`config.mk`:
```
export PLATFORM = sky130hd
export DESIGN_NAME = led_scan_ctrl
export DESIGN_NICKNAME = d
export VERILOG_FILES = /design/src/rtl/led_scan_ctrl.sv
export SDC_FILE = /design/constraint.sdc
export NUM_CORES = 1
export LEC_CHECK = 0
export BUFFER_PORTS_ARGS = -buffer_cell sky130_fd_sc_hd__buf_2
export CAP_MARGIN = 30
export CORE_UTILIZATION = 55
export DETAILED_ROUTE_END_ITERATION = 10
export PLACE_DENSITY = 0.76
export RECOVER_POWER = 100
export SLEW_MARGIN = 10
export SYNTH_ARGS = -nofsm -noshare
export SYNTH_HDL_FRONTEND = slang
export SYNTH_SLANG_ARGS = --single-unit
```
`constraint.sdc`:
```
create_clock -name clk -period 4.43 [get_ports clk]
set_clock_uncertainty 0.05 [all_clocks]
set_input_delay 0.443 -clock clk [delete_from_list [all_inputs] [get_ports clk]]
set_output_delay 0.443 -clock clk [all_outputs]
set_load 0.03 [all_outputs]
```
`src/rtl/led_scan_ctrl.sv`:
```
// led_scan_ctrl: multiplexed 7-segment/LED digit scanner.
//
// Cycles through NUM_DIG digits, SCAN_DIV clocks per digit slot. Each slot starts with GUARD dark
// clocks so the previous digit's segments never ghost onto the next enable. Brightness is a 15-step
// PWM restarted at every slot. Digits can be blanked or made to blink at a rate of BLINK_DIV frames
// per half-period. New display contents are loaded into a staging set and committed to the active
// set only at a frame boundary, so a frame is never shown half old and half new.
//
// Ports:
//   clk          sole clock, rising edge
//   rst_n        asynchronous active-low reset
//   display_in   NUM_DIG segment bytes, active-low, digit 0 in the most significant byte
//   blank_mask   per-digit force dark, bit NUM_DIG-1 = digit 0
//   blink_mask   per-digit blink enable, bit NUM_DIG-1 = digit 0
//   bright       PWM duty 0..15 (15 = always on), used live
//   load         capture display_in / masks into staging
//   load_ack     one-clock pulse when staging is committed to the active set
//   frame_start  one-clock pulse when the digit index wraps to 0
//   led_en       digit enables, active-low, bit NUM_DIG-1 = digit 0
//   led_cx       segment outputs, active-low
module led_scan_ctrl #(
  parameter int unsigned NUM_DIG   = 8,
  parameter int unsigned SCAN_DIV  = 100000,
  parameter int unsigned GUARD     = 2,
  parameter int unsigned BLINK_DIV = 250
) (
  input  logic                   clk,
  input  logic                   rst_n,
  input  logic [NUM_DIG*8-1:0]   display_in,
  input  logic [NUM_DIG-1:0]     blank_mask,
  input  logic [NUM_DIG-1:0]     blink_mask,
  input  logic [3:0]             bright,
  input  logic                   load,
  output logic                   load_ack,
  output logic                   frame_start,
  output logic [NUM_DIG-1:0]     led_en,
  output logic [7:0]             led_cx
);

  localparam int unsigned CntW = $clog2(SCAN_DIV);
  localparam int unsigned IdxW = $clog2(NUM_DIG);
  localparam int unsigned FrmW = (BLINK_DIV > 1) ? $clog2(BLINK_DIV) : 1;

  localparam logic [CntW-1:0] CntMax   = CntW'(SCAN_DIV - 1);
  localparam logic [CntW-1:0] GuardVal = CntW'(GUARD);
  localparam logic [IdxW-1:0] IdxMax   = IdxW'(NUM_DIG - 1);
  localparam logic [FrmW-1:0] FrmMax   = FrmW'(BLINK_DIV - 1);

  // Scan timing state
  logic [CntW-1:0]        r_cnt;
  logic [IdxW-1:0]        r_idx;
  logic [3:0]             r_pwm;
  logic [FrmW-1:0]        r_frm;
  logic                   r_blink_phase;
  logic                   r_frame_start;

  // Staging and active display sets
  logic [NUM_DIG*8-1:0]   r_stg_disp;
  logic [NUM_DIG-1:0]     r_stg_blank;
  logic [NUM_DIG-1:0]     r_stg_blink;
  logic [NUM_DIG*8-1:0]   r_act_disp;
  logic [NUM_DIG-1:0]     r_act_blank;
  logic [NUM_DIG-1:0]     r_act_blink;
  logic                   r_pend;
  logic                   r_ack;

  // Registered outputs
  logic [NUM_DIG-1:0]     r_led_en;
  logic [7:0]             r_led_cx;

  // Combinational next-state
  logic                   w_tick;
  logic                   w_boundary;
  logic                   w_commit;
  logic [CntW-1:0]        w_cnt_nxt;
  logic [IdxW-1:0]        w_idx_nxt;
  logic [3:0]             w_pwm_nxt;
  logic [FrmW-1:0]        w_frm_nxt;
  logic                   w_phase_nxt;
  logic                   w_pend_nxt;
  logic [7:0]             w_byte;
  logic                   w_blank;
  logic                   w_blink;
  logic [NUM_DIG-1:0]     w_en_lit;
  logic                   w_lit;
  logic [NUM_DIG-1:0]     w_led_en_nxt;
  logic [7:0]             w_led_cx_nxt;

  assign w_tick     = (r_cnt == CntMax);
  assign w_boundary = w_tick && (r_idx == IdxMax);
  assign w_commit   = w_boundary && r_pend;

  always_comb begin
    w_cnt_nxt   = w_tick ? '0 : r_cnt + CntW'(1);
    w_idx_nxt   = r_idx;
    w_frm_nxt   = r_frm;
    w_phase_nxt = r_blink_phase;
    if (w_tick) begin
      w_idx_nxt = (r_idx == IdxMax) ? '0 : r_idx + IdxW'(1);
    end
    if (w_boundary) begin
      if (r_frm == FrmMax) begin
        w_frm_nxt   = '0;
        w_phase_nxt = ~r_blink_phase;
      end else begin
        w_frm_nxt = r_frm + FrmW'(1);
      end
    end
    // PWM restarts at every slot so each digit gets the same duty pattern.
    if (w_tick || r_pwm == 4'd14) begin
      w_pwm_nxt = 4'd0;
    end else begin
      w_pwm_nxt = r_pwm + 4'd1;
    end
  end

  // A load coinciding with a commit lands in staging after the old staging moved to active.
  always_comb begin
    w_pend_nxt = r_pend;
    if (w_commit) begin
      w_pend_nxt = 1'b0;
    end
    if (load) begin
      w_pend_nxt = 1'b1;
    end
  end

  // Select the active byte and mask bits for the current digit; digit i lives in the
  // (NUM_DIG-1-i) position of every packed vector.
  always_comb begin
    w_byte   = 8'hFF;
    w_blank  = 1'b1;
    w_blink  = 1'b0;
    w_en_lit = '1;
    for (int i = 0; i < NUM_DIG; i++) begin
      if (r_idx == IdxW'(i)) begin
        w_byte                 = r_act_disp[(NUM_DIG-1-i)*8 +: 8];
        w_blank                = r_act_blank[NUM_DIG-1-i];
        w_blink                = r_act_blink[NUM_DIG-1-i];
        w_en_lit[NUM_DIG-1-i]  = 1'b0;
      end
    end
  end

  always_comb begin
    w_lit = (r_cnt >= GuardVal) &&
            ((bright == 4'hF) || (r_pwm < bright)) &&
            !w_blank &&
            !(r_blink_phase && w_blink);
    w_led_en_nxt = '1;
    w_led_cx_nxt = 8'hFF;
    if (w_lit) begin
      w_led_en_nxt = w_en_lit;
      w_led_cx_nxt = w_byte;
    end
  end

  always_ff @(posedge clk or negedge rst_n) begin
    if (!rst_n) begin
      r_cnt         <= '0;
      r_idx         <= '0;
      r_pwm         <= '0;
      r_frm         <= '0;
      r_blink_phase <= 1'b0;
      r_frame_start <= 1'b0;
      r_stg_disp    <= '1;
      r_stg_blank   <= '1;
      r_stg_blink   <= '0;
      r_act_disp    <= '1;
      r_act_blank   <= '1;
      r_act_blink   <= '0;
      r_pend        <= 1'b0;
      r_ack         <= 1'b0;
      r_led_en      <= '1;
      r_led_cx      <= 8'hFF;
    end else begin
      r_cnt         <= w_cnt_nxt;
      r_idx         <= w_idx_nxt;
      r_pwm         <= w_pwm_nxt;
      r_frm         <= w_frm_nxt;
      r_blink_phase <= w_phase_nxt;
      r_frame_start <= w_boundary;
      r_pend        <= w_pend_nxt;
      r_ack         <= w_commit;
      r_led_en      <= w_led_en_nxt;
      r_led_cx      <= w_led_cx_nxt;
      if (w_commit) begin
        r_act_disp  <= r_stg_disp;
        r_act_blank <= r_stg_blank;
        r_act_blink <= r_stg_blink;
      end
      if (load) begin
        r_stg_disp  <= display_in;
        r_stg_blank <= blank_mask;
        r_stg_blink <= blink_mask;
      end
    end
  end

  assign load_ack    = r_ack;
  assign frame_start = r_frame_start;
  assign led_en      = r_led_en;
  assign led_cx      = r_led_cx;

endmodule

```
==> results of run 1 <==
power by group through the flow:
stage	combinational [mW]	sequential [mW]	clock (mW)
6_report	0.203	2.12	2.00
4_1_cts	0.201	2.12	2.04
3_5_place_dp	0.200	2.15	0
5_1_grt	0.225	2.13	2.11
2_1_floorplan	0.0995	2.13	0
3_3_place_gp	0.191	2.15	0
worst paths after layout:
kind | startpoint | end
worst max-delay path | r_cnt[0]$_DFF_PN0_ | r_act_disp[53]$_DFFE_PN1P_
worst min-delay path | blank_mask[5] | r_stg_blank[5]$_DFFE_PN1P_
worst max register to register | r_cnt[0]$_DFF_PN0_ | r_act_disp[53]$_DFFE_PN1P_
worst min register to register | r_frm[7]$_DFFE_PN0P_ | r_frm[7]$_DFFE_PN0P_
max in group asynchronous | rst_n | led_cx[6]$_DFF_PN1_
min in group asynchronous | rst_n | r_pwm[3]$_DFF_PN0_
per-layer routing:
metal / track usage, % / part of all wire, %
met1: 28.6 / 44
met2: 36.3 / 49
met3: 3.65 / 3.8
met4: 7.15 / 2.9
met5: 0 / 0
repair_timing:
| action | 4_1_cts | 5_1_grt |
|---|---|---|
| gates resized for setup | 0 | 0 |
| hold endpoints to repair | 0 | 33 |
| setup buffers | 0 | 0 |
| hold buffers | 0 | 1 |
synth_stat cells, types with 11 or more instances:
library cell and n:
sky130_fd_sc_hd__o21ai_0 15, sky130_fd_sc_hd__nand3_1 16, sky130_fd_sc_hd__ha_1 15, sky130_fd_sc_hd__clkbuf_1 19
sky130_fd_sc_hd__dfstp_2 160, sky130_fd_sc_hd__inv_1 15, sky130_fd_sc_hd__nor2_1 30, sky130_fd_sc_hd__a22o_1 17
sky130_fd_sc_hd__xnor2_1 11, sky130_fd_sc_hd__dfrtp_1 52, sky130_fd_sc_hd__mux2_2 155, sky130_fd_sc_hd__nor2b_1 14
sky130_fd_sc_hd__nand2_1 26
cell type report:
type | count | area, um2
fillers | 1220 | 5760
flip-flops and latches | 212 | 5510
multi-input cells | 419 | 3550
clock buffers | 31 | 699
repair buffers | 113 | 618
well taps | 220 | 275
clock inverters | 10 | 118
inverters | 15 | 56.3
critical path, delay by kind of cell, from the launching register on:
family,cells,cell delay (ns)
DFF,1,0.39
buffers and inverters,1,0.42
adders and majority gates,1,0.21
muxes,1,0.34
and+or+nand+nor,4,2.08
metrics by stage:
step	instance area, um2	total power, mW	hold slack (ns)	instances
finish	10800	4.32	0.121	1020
CTS	10800	4.36	0.0704	1016
floorplan	9340	2.23	0.0974	685
global placement	9960	2.34	0.415	974
detailed placement	9990	2.35	0.430	975
global route	10800	4.47	0.113	1020
cell families after synthesis:
kind of cell,count (synthesis),share of synthesized area [%]
compound gates,83,6.65
xor+xnor,15,1.41
fa+ha+maj,15,2.01
buf+inv,54,2.98
flops,212,59.0
mux,161,19.4
simple gates,145,8.56
state kept, by name (all words and copies together) (netlist names), 4 cells and up:
signal	cells
led_en	8
r_stg_blink	8
r_cnt	17
r_pwm	4
r_frm	8
led_cx	8
r_act_blink	8
r_stg_disp	64
r_act_disp	64
r_act_blank	8
r_stg_blank	8
==> impl_metrics.env, run 1 <==
export IMPL_coreArea_um2=16600
export IMPL_relative_max_transition_margin_pct=-151
export IMPL_p_switching_mw=0.907
export IMPL_finalCriticalPeriod_ns=3.61
export IMPL_setup_viol_count_final=0
export IMPL_ant_nets=0
export IMPL_rsz0062_at_grt="false"
export IMPL_cts_tree="done"
export IMPL_area_added_between_synthesis_and_finish_pct=15.9
export IMPL_nets=886
export IMPL_wl_per_cell_um=18.0
export IMPL_portion_of_total_power_attributed_to_the_clock_network_pct=46.2
export IMPL_setup_worst_path_class="register to register"
export IMPL_number_of_storage_elements_in_the_synthesis_netlist=212
export IMPL_h_tree_levels=1
export IMPL_synth_top_cells_by_area="sky130_fd_sc_hd__dfstp_2 (45%), sky130_fd_sc_hd__mux2_2 (19%), sky130_fd_sc_hd__dfrtp_1 (14%)"
export IMPL_path_clk_slew_ns=0.06
export IMPL_num_antenna_cells=0
export IMPL_cp_end_kind="register"
export IMPL_die_h_um=132
export IMPL_final_layout_size_suffix_gt1_share_pct=55.8
export IMPL_yosysWarnings=0
export IMPL_vias_in_the_first_global_route=6109
export IMPL_grt_util_all_layers_pct=21.6
export IMPL_detail_route_first_pass_iterations=6
export IMPL_cpPeakStageDelay_ns=0.93
export IMPL_final_setup_worst_slack_ns=0.819
export IMPL_place_detailed_hpwl_mm=12.5
export IMPL_first_pass_grt_wire_length_mm=30.4
export IMPL_grt_antenna_before_repair=0
export IMPL_cts_buffers_inserted=23
export IMPL_finalHoldViolCount=0
export IMPL_drt_wl_total_mm=18.3
export IMPL_synthDominantCellAreaShare_pct=45.0
export IMPL_cp_data_arrival_time_ns=3.98
export IMPL_clock_latency_ns=0.50
export IMPL_place_congestion=0.855
export IMPL_start_util_pct=56.3
export IMPL_worst_r2r_setup_slack_ns=0.82
export IMPL_static_leakage_power_nw=4.68
export IMPL_max_vdd_ir_drop_mv=0.342
export IMPL_number_of_placed_i_o_pins=105
export IMPL_pre_cts_ws_ns=1.22
export IMPL_post_synth_cell_area_avg_um2=13.6
export IMPL_synth_seq_area_share_pct=59.0
export IMPL_worst_path_most_repeated_cell="sky130_fd_sc_hd__and2_0"
export IMPL_number_of_vias_per_cell=5.63
export IMPL_cp_data_required_time_ns=4.80
export IMPL_cts_max_path_buffers=3
export IMPL_cts_root_buffer_cell="sky130_fd_sc_hd__clkbuf_16"
export IMPL_max_freq_mhz=277
export IMPL_yosys_cell_types_count=50
export IMPL_mappedNetlistNets=787
export IMPL_share_seq_of_total_power_pct=49.1
export IMPL_violated_checks="capacitance limit, slew limit"
export IMPL_overflow=0
export IMPL_timing_final_max_slew_violations=123
export IMPL_timing_hold_worst_path_depth=2
export IMPL_drcViolationCount=0
export IMPL_layout_cells_most_common="sky130_fd_sc_hd__dfstp_2"
export IMPL_status="finished, violations left"
export IMPL_syn_cell_area_um2=9340
export IMPL_fin_crit_sh_pct=81.5
export IMPL_layout_cells_most_common_list="sky130_fd_sc_hd__dfstp_2 (157), sky130_fd_sc_hd__mux2_2 (154), sky130_fd_sc_hd__buf_2 (84)"
export IMPL_finalSetupTns_ns=0
export IMPL_synth_edf_count=0
export IMPL_cpMaxStageDelayCell="sky130_fd_sc_hd__and2_0"
export IMPL_part_of_the_power_in_combinational_logic_pct=4.7
export IMPL_die_area_um2=17500
export IMPL_worstPathMaxFanout=46
export IMPL_count_of_port_buffers_added_during_placement=104
export IMPL_tritoncts_num_sinks=212
export IMPL_std_cell_rows=47
export IMPL_netlist_instances=685
export IMPL_dr_first_iter_drc_count=332
export IMPL_num_vias=5746
export IMPL_timing_worst_slew_pin_value_ns=3.76
export IMPL_ys_dominant_reg_cell="sky130_fd_sc_hd__dfstp_2"
export IMPL_timing_critical_path_cells="ha_1 > and4_1 > and2_0 > and2_0 > nand3_4 > buf_12 > mux2_1"
export IMPL_p_int_mw=3.41
export IMPL_die_w_um=132
export IMPL_largest_net_degree_at_the_start_of_global_routing=126
export IMPL_critical_path_start_type="register"
export IMPL_fin_util_pct=65.3
export IMPL_timing_max_cap_violations=2
export IMPL_async_flop_share_pct=100
export IMPL_library_cell_with_the_largest_summed_area_after_synthesis="sky130_fd_sc_hd__dfstp_2"
export IMPL_r2r_worst_path_depth=7
export IMPL_timing_hold_worst_class="input pin to register"
export IMPL_p_per_area_nw_per_um2=399
export IMPL_swShare_pct=21.0
Power figures use the tool's default switching activity.
==> run 2: changes to the inputs <==
CORE_UTILIZATION = 53   (was 55)
clock period = 3.2 ns   (was 4.43 ns; I/O delays follow)
==> impl_metrics.env, run 2 (synthesis gave the netlist of run 1 again) <==
export IMPL_status="finished, violations left"
export IMPL_violated_checks="capacitance limit, slew limit"
export IMPL_timing_hold_worst_path_depth=2
export IMPL_critical_path_start_type="register"
export IMPL_setup_worst_path_end="r_act_blink[7]$_DFFE_PN0P_"
export IMPL_dr_first_iter_drc_count=306
export IMPL_start_util_pct=54.2
export IMPL_drt_wl_total_mm=19.8
export IMPL_largest_net_degree_at_the_start_of_global_routing=105
export IMPL_setup_viol_count_final=0
export IMPL_timing_final_max_slew_violations=70
export IMPL_detailed_place_area_um2=10000
export IMPL_timing_hold_worst_class="input pin to register"
export IMPL_tritoncts_num_sinks=212
export IMPL_die_area_um2=18100
export IMPL_hold_ws_ns=0.0119
export IMPL_cts_max_path_buffers=3
export IMPL_cts_buffers_inserted=22
export IMPL_finalCriticalPeriod_ns=2.84
export IMPL_std_cell_rows=48
export IMPL_grt_util_all_layers_pct=23.1
export IMPL_number_of_placed_i_o_pins=105
export IMPL_final_layout_size_suffix_gt1_share_pct=51.0
export IMPL_post_route_cell_area_um2=11400
export IMPL_num_antenna_cells=0
export IMPL_quantity_of_gates_resized_following_cts=0
export IMPL_layout_cells_most_common="sky130_fd_sc_hd__dfstp_2"
export IMPL_crit_reg2reg_capture="r_act_blink[7]$_DFFE_PN0P_"
export IMPL_p_per_area_nw_per_um2=507
export IMPL_vias_in_the_first_global_route=6411
export IMPL_r2r_start="r_cnt[0]$_DFF_PN0_"
export IMPL_timing_worst_slew_pin_value_ns=1.53
export IMPL_cp_data_required_time_ns=3.54
export IMPL_first_pass_grt_wire_length_mm=33.0
export IMPL_clock_latency_ns=0.51
export IMPL_number_of_vias_per_cell=5.54
export IMPL_report_power_total_mw=5.76
export IMPL_max_freq_mhz=352
export IMPL_finalSetupTns_ns=0
export IMPL_place_congestion=0.852
export IMPL_static_leakage_power_nw=4.91
export IMPL_drcViolationCount=0
export IMPL_overflow=0
export IMPL_relative_max_transition_margin_pct=-1.78
export IMPL_count_of_port_buffers_added_during_placement=104
export IMPL_place_detailed_hpwl_mm=12.9
export IMPL_launching_element_of_the_worst_setup_path="r_cnt[0]$_DFF_PN0_"
export IMPL_die_w_um=135
export IMPL_ant_nets=0
export IMPL_coreArea_um2=17200
export IMPL_layout_top_registers="r_act_disp (64), r_stg_disp (64), r_cnt (17)"
export IMPL_area_added_between_synthesis_and_finish_pct=21.9
export IMPL_die_h_um=135
export IMPL_final_setup_worst_slack_ns=0.357
export IMPL_fill_cells=1206
export IMPL_finalHoldViolCount=0
export IMPL_rsz0062_at_grt="false"
export IMPL_cts_tree="done"
export IMPL_worst_r2r_setup_slack_ns=0.36
export IMPL_max_vdd_ir_drop_mv=0.487
export IMPL_fin_crit_sh_pct=88.8
export IMPL_layout_cells_most_common_list="sky130_fd_sc_hd__dfstp_2 (159), sky130_fd_sc_hd__mux2_2 (153), sky130_fd_sc_hd__buf_2 (84)"
export IMPL_r2r_worst_path_depth=7
export IMPL_multiInputGateArea_um2=3540
export IMPL_pre_cts_ws_ns=0.524
export IMPL_source_of_the_worst_hold_timing_path="display_in[47]"
export IMPL_wl_per_cell_um=18.1
export IMPL_num_vias=6074
export IMPL_worstPathMaxFanout=30
export IMPL_timing_max_cap_violations=1
export IMPL_setup_worst_path_class="register to register"
export IMPL_cp_data_arrival_time_ns=3.18
export IMPL_area_sequential_um2=5510
export IMPL_grt_antenna_before_repair=0
export IMPL_h_tree_levels=1
export IMPL_detail_route_first_pass_iterations=4
export IMPL_path_clk_slew_ns=0.06
export IMPL_cts_root_buffer_cell="sky130_fd_sc_hd__clkbuf_16"
export IMPL_nets=958
export IMPL_cp_end_kind="register"
==> run 2: cell count changes in the layout (fill, tap and decap cells not counted), moves of 2 or more <==
cell                            before  now
sky130_fd_sc_hd__dfstp_2           157  159
sky130_fd_sc_hd__clkbuf_8            3    5
sky130_fd_sc_hd__clkbuf_16          26   22
sky130_fd_sc_hd__clkinv_2            3    5
sky130_fd_sc_hd__dfstp_1             3    1
sky130_fd_sc_hd__clkinvlp_4          3    1
sky130_fd_sc_hd__dlygate4sd3_1       1   71
sky130_fd_sc_hd__clkbuf_1           22   26
sky130_fd_sc_hd__buf_16              2    0
==> run 2: repair_timing <==
item	CTS	global route
hold endpoints to repair	122	0
hold buffers	71	0
buffers inserted	0	0
==> run 2: metal layers <==
layer  GRT usage [%]  share of wire [%]  vias up
met5               0                  0        -
met3            3.30                4.8       50
met4            9.49                3.9        0
met1            29.6                 40     3055
met2            39.6                 51      166
li1                -                  -     2803
==> run 2: how the worst min path moves through the flow <==
stage | end | slack (ns)
5_1_grt | r_stg_disp[47]$_DFFE_PN1P_ | 0.0007
6_report | r_stg_disp[47]$_DFFE_PN1P_ | 0.01
2_1_floorplan | frame_start$_DFF_PN0_ | -0.03
4_1_cts | r_stg_blank[0]$_DFFE_PN1P_ | 0.001
3_3_place_gp | r_pwm[3]$_DFF_PN0_ | 0.41
3_5_place_dp | r_frm[1]$_DFFE_PN0P_ | 0.42
==> run 2: layout make-up <==
type                    count  area share [%]
repair buffers            186            11.3
well taps                 225            2.47
clock inverters             9           0.770
clock buffers              30            5.46
multi-input cells         419            31.1
flip-flops and latches    212            48.4
inverters                  15           0.495
==> run 2: power breakdown <==
group          leakage (nW)  internal (mW)  switching, mW
clock network         0.350           1.45           1.03
logic                  2.21          0.195          0.148
registers              2.35           2.87         0.0700
total                  4.91           4.51           1.25
==> run 2: through the flow <==
step / cells / util (%)
floorplan: 685 / -
global placement: 984 / 58.1
detailed placement: 984 / 58.1
CTS: 1094 / 66.4
global route: 1096 / 66.0
finish: 1096 / 66.0
==> run 2: worst max-delay path, stage by stage, from the launching register on <==
cell                       delay [ns]
sky130_fd_sc_hd__dfrtp_1         0.41
sky130_fd_sc_hd__ha_1            0.25
sky130_fd_sc_hd__and4_1          0.24
sky130_fd_sc_hd__and2_0          0.25
sky130_fd_sc_hd__and2_2          0.21
sky130_fd_sc_hd__nand3_1         0.26
sky130_fd_sc_hd__clkbuf_2        0.64
sky130_fd_sc_hd__mux2_2          0.41
==> run 3: changes to the inputs <==
CORE_UTILIZATION = 55   (was 53)
clock period = 3.6 ns   (was 3.2 ns; I/O delays follow)
==> impl_metrics.env, run 3 (synthesis gave the netlist of run 1 again) <==
export IMPL_max_vdd_ir_drop_mv=0.300
export IMPL_critical_path_start_type="register"
export IMPL_timing_hold_worst_class="input pin to register"
export IMPL_cts_max_path_buffers=3
export IMPL_r2r_start="r_idx[0]$_DFFE_PN0N_"
export IMPL_post_route_cell_area_um2=10700
export IMPL_fin_crit_sh_pct=82.5
export IMPL_layout_cells_most_common="sky130_fd_sc_hd__dfstp_2"
export IMPL_cts_root_buffer_cell="sky130_fd_sc_hd__clkbuf_16"
export IMPL_detailed_place_area_um2=10000
export IMPL_fin_util_pct=64.5
export IMPL_cts_hold_buf=1
export IMPL_place_congestion=0.802
export IMPL_instance_count_on_the_critical_path=7
export IMPL_std_cell_rows=47
export IMPL_cpPeakStageDelay_ns=0.76
export IMPL_finalCriticalPeriod_ns=2.97
export IMPL_drt_wl_total_mm=18.3
export IMPL_detail_route_first_pass_iterations=4
export IMPL_finalSetupTns_ns=0
export IMPL_max_freq_mhz=337
export IMPL_relative_max_transition_margin_pct=-57.3
export IMPL_num_antenna_cells=0
export IMPL_static_leakage_power_nw=4.63
export IMPL_number_of_vias_per_cell=5.68
export IMPL_tritoncts_num_sinks=212
export IMPL_finalHoldViolCount=0
export IMPL_ant_nets=0
export IMPL_setup_worst_path_class="register to register"
export IMPL_worstPathMaxFanout=23
export IMPL_number_of_placed_i_o_pins=105
export IMPL_source_of_the_worst_hold_timing_path="display_in[24]"
export IMPL_die_w_um=132
export IMPL_die_area_um2=17500
export IMPL_coreArea_um2=16600
export IMPL_layout_cells_most_common_list="sky130_fd_sc_hd__dfstp_2 (160), sky130_fd_sc_hd__mux2_2 (155), sky130_fd_sc_hd__buf_2 (84)"
export IMPL_rsz0062_at_grt="false"
export IMPL_violated_checks="capacitance limit, slew limit"
export IMPL_path_clk_slew_ns=0.06
export IMPL_worst_r2r_setup_slack_ns=0.63
export IMPL_clock_latency_ns=0.50
export IMPL_timing_hold_worst_path_depth=2
export IMPL_cts_tree="done"
export IMPL_h_tree_levels=1
export IMPL_setup_viol_count_final=0
export IMPL_drcViolationCount=0
export IMPL_area_added_between_synthesis_and_finish_pct=14.6
export IMPL_grt_util_all_layers_pct=21.5
export IMPL_place_detailed_hpwl_mm=12.4
export IMPL_num_vias=5793
export IMPL_postCtsSetupRepairBufs=0
export IMPL_status="finished, violations left"
export IMPL_first_pass_grt_wire_length_mm=30.1
export IMPL_grt_antenna_before_repair=0
export IMPL_cp_data_arrival_time_ns=3.30
export IMPL_final_setup_worst_slack_ns=0.628
export IMPL_timing_final_max_slew_violations=137
export IMPL_overflow=0
export IMPL_timing_critical_path_cells="inv_1 > ha_1 > nor2b_1 > a2111oi_0 > o2111a_1 > nor4_4 > o211ai_1"
export IMPL_min_to="r_stg_disp[24]$_DFFE_PN1P_"
export IMPL_count_of_port_buffers_added_during_placement=104
export IMPL_quantity_of_gates_resized_following_cts=0
export IMPL_nets=886
export IMPL_largest_net_degree_at_the_start_of_global_routing=100
export IMPL_report_power_total_mw=5.07
export IMPL_r2r_worst_path_depth=7
export IMPL_p_per_area_nw_per_um2=474
export IMPL_cts_buffers_inserted=22
export IMPL_dr_first_iter_drc_count=417
export IMPL_vias_in_the_first_global_route=5955
export IMPL_start_util_pct=56.3
export IMPL_path_buf_inv=1
export IMPL_critPathTopFamily="simple AND/OR/NAND/NOR gates"
export IMPL_timing_worst_slew_pin_value_ns=2.36
export IMPL_cpMaxStageDelayCell="sky130_fd_sc_hd__ha_1"
export IMPL_die_h_um=132
export IMPL_pre_cts_ws_ns=0.638
export IMPL_timing_max_cap_violations=2
export IMPL_layout_top_registers="r_act_disp (64), r_stg_disp (64), r_cnt (17)"
export IMPL_cp_end_kind="register"
export IMPL_wl_per_cell_um=18.0
export IMPL_cp_data_required_time_ns=3.93
export IMPL_crit_reg2reg_capture="led_cx[2]$_DFF_PN1_"
export IMPL_final_layout_size_suffix_gt1_share_pct=55.5
-- run 3: changes by cell type in the layout (fill, tap and decap cells not counted), moves of 2 or more --
cell	change
sky130_fd_sc_hd__clkbuf_1	+3
sky130_fd_sc_hd__clkinv_2	-3
sky130_fd_sc_hd__mux2_1	-2
sky130_fd_sc_hd__dlygate4sd3_1	-70
sky130_fd_sc_hd__mux2_2	+2
-- run 3: area by class of cell --
class / instances / area, um2
clock inverters: 3 / 40.0
clock buffers: 37 / 678
repair buffers: 114 / 589
flip-flops and latches: 212 / 5510
well taps: 220 / 275
multi-input cells: 419 / 3550
inverters: 15 / 56.3
fillers: 1244 / 5890
-- run 3: metal layers --
layer,vias to the layer above,wire length (um),global-route usage [%]
li1,2659,-,-
met1,2960,8180,28.6
met2,140,8990,36.6
met3,34,698,3.15
met4,0,471,6.64
met5,-,0,0
-- run 3: stage by stage --
step                cells  hold WS, ns
global placement      977        0.407
floorplan             685       0.0144
global route         1020       0.0253
CTS                  1018       0.0252
detailed placement    977        0.439
finish               1020       0.0405
-- run 3: power breakdown --
part	total, mW	internal [mW]	leakage (nW)	switching (mW)
Clock	2.22	1.35	0.352	0.868
Combinational	0.244	0.124	1.93	0.120
Sequential	2.61	2.55	2.35	0.0591
Total	5.07	4.02	4.63	1.05
-- run 3: worst max path at each step --
stage | from | end | slack [ns]
floorplan | r_idx[0]$_DFFE_PN0N_ | led_cx[0]$_DFF_PN1_ | 1.44
global placement | r_idx[1]$_DFFE_PN0N_ | led_en[6]$_DFF_PN1_ | 0.80
detailed placement | r_idx[1]$_DFFE_PN0N_ | led_cx[5]$_DFF_PN1_ | 0.64
CTS | r_idx[1]$_DFFE_PN0N_ | led_cx[5]$_DFF_PN1_ | 0.61
global route | rst_n | r_act_blink[7]$_DFFE_PN0P_ | 0.26
finish | r_idx[0]$_DFFE_PN0N_ | led_cx[2]$_DFF_PN1_ | 0.63
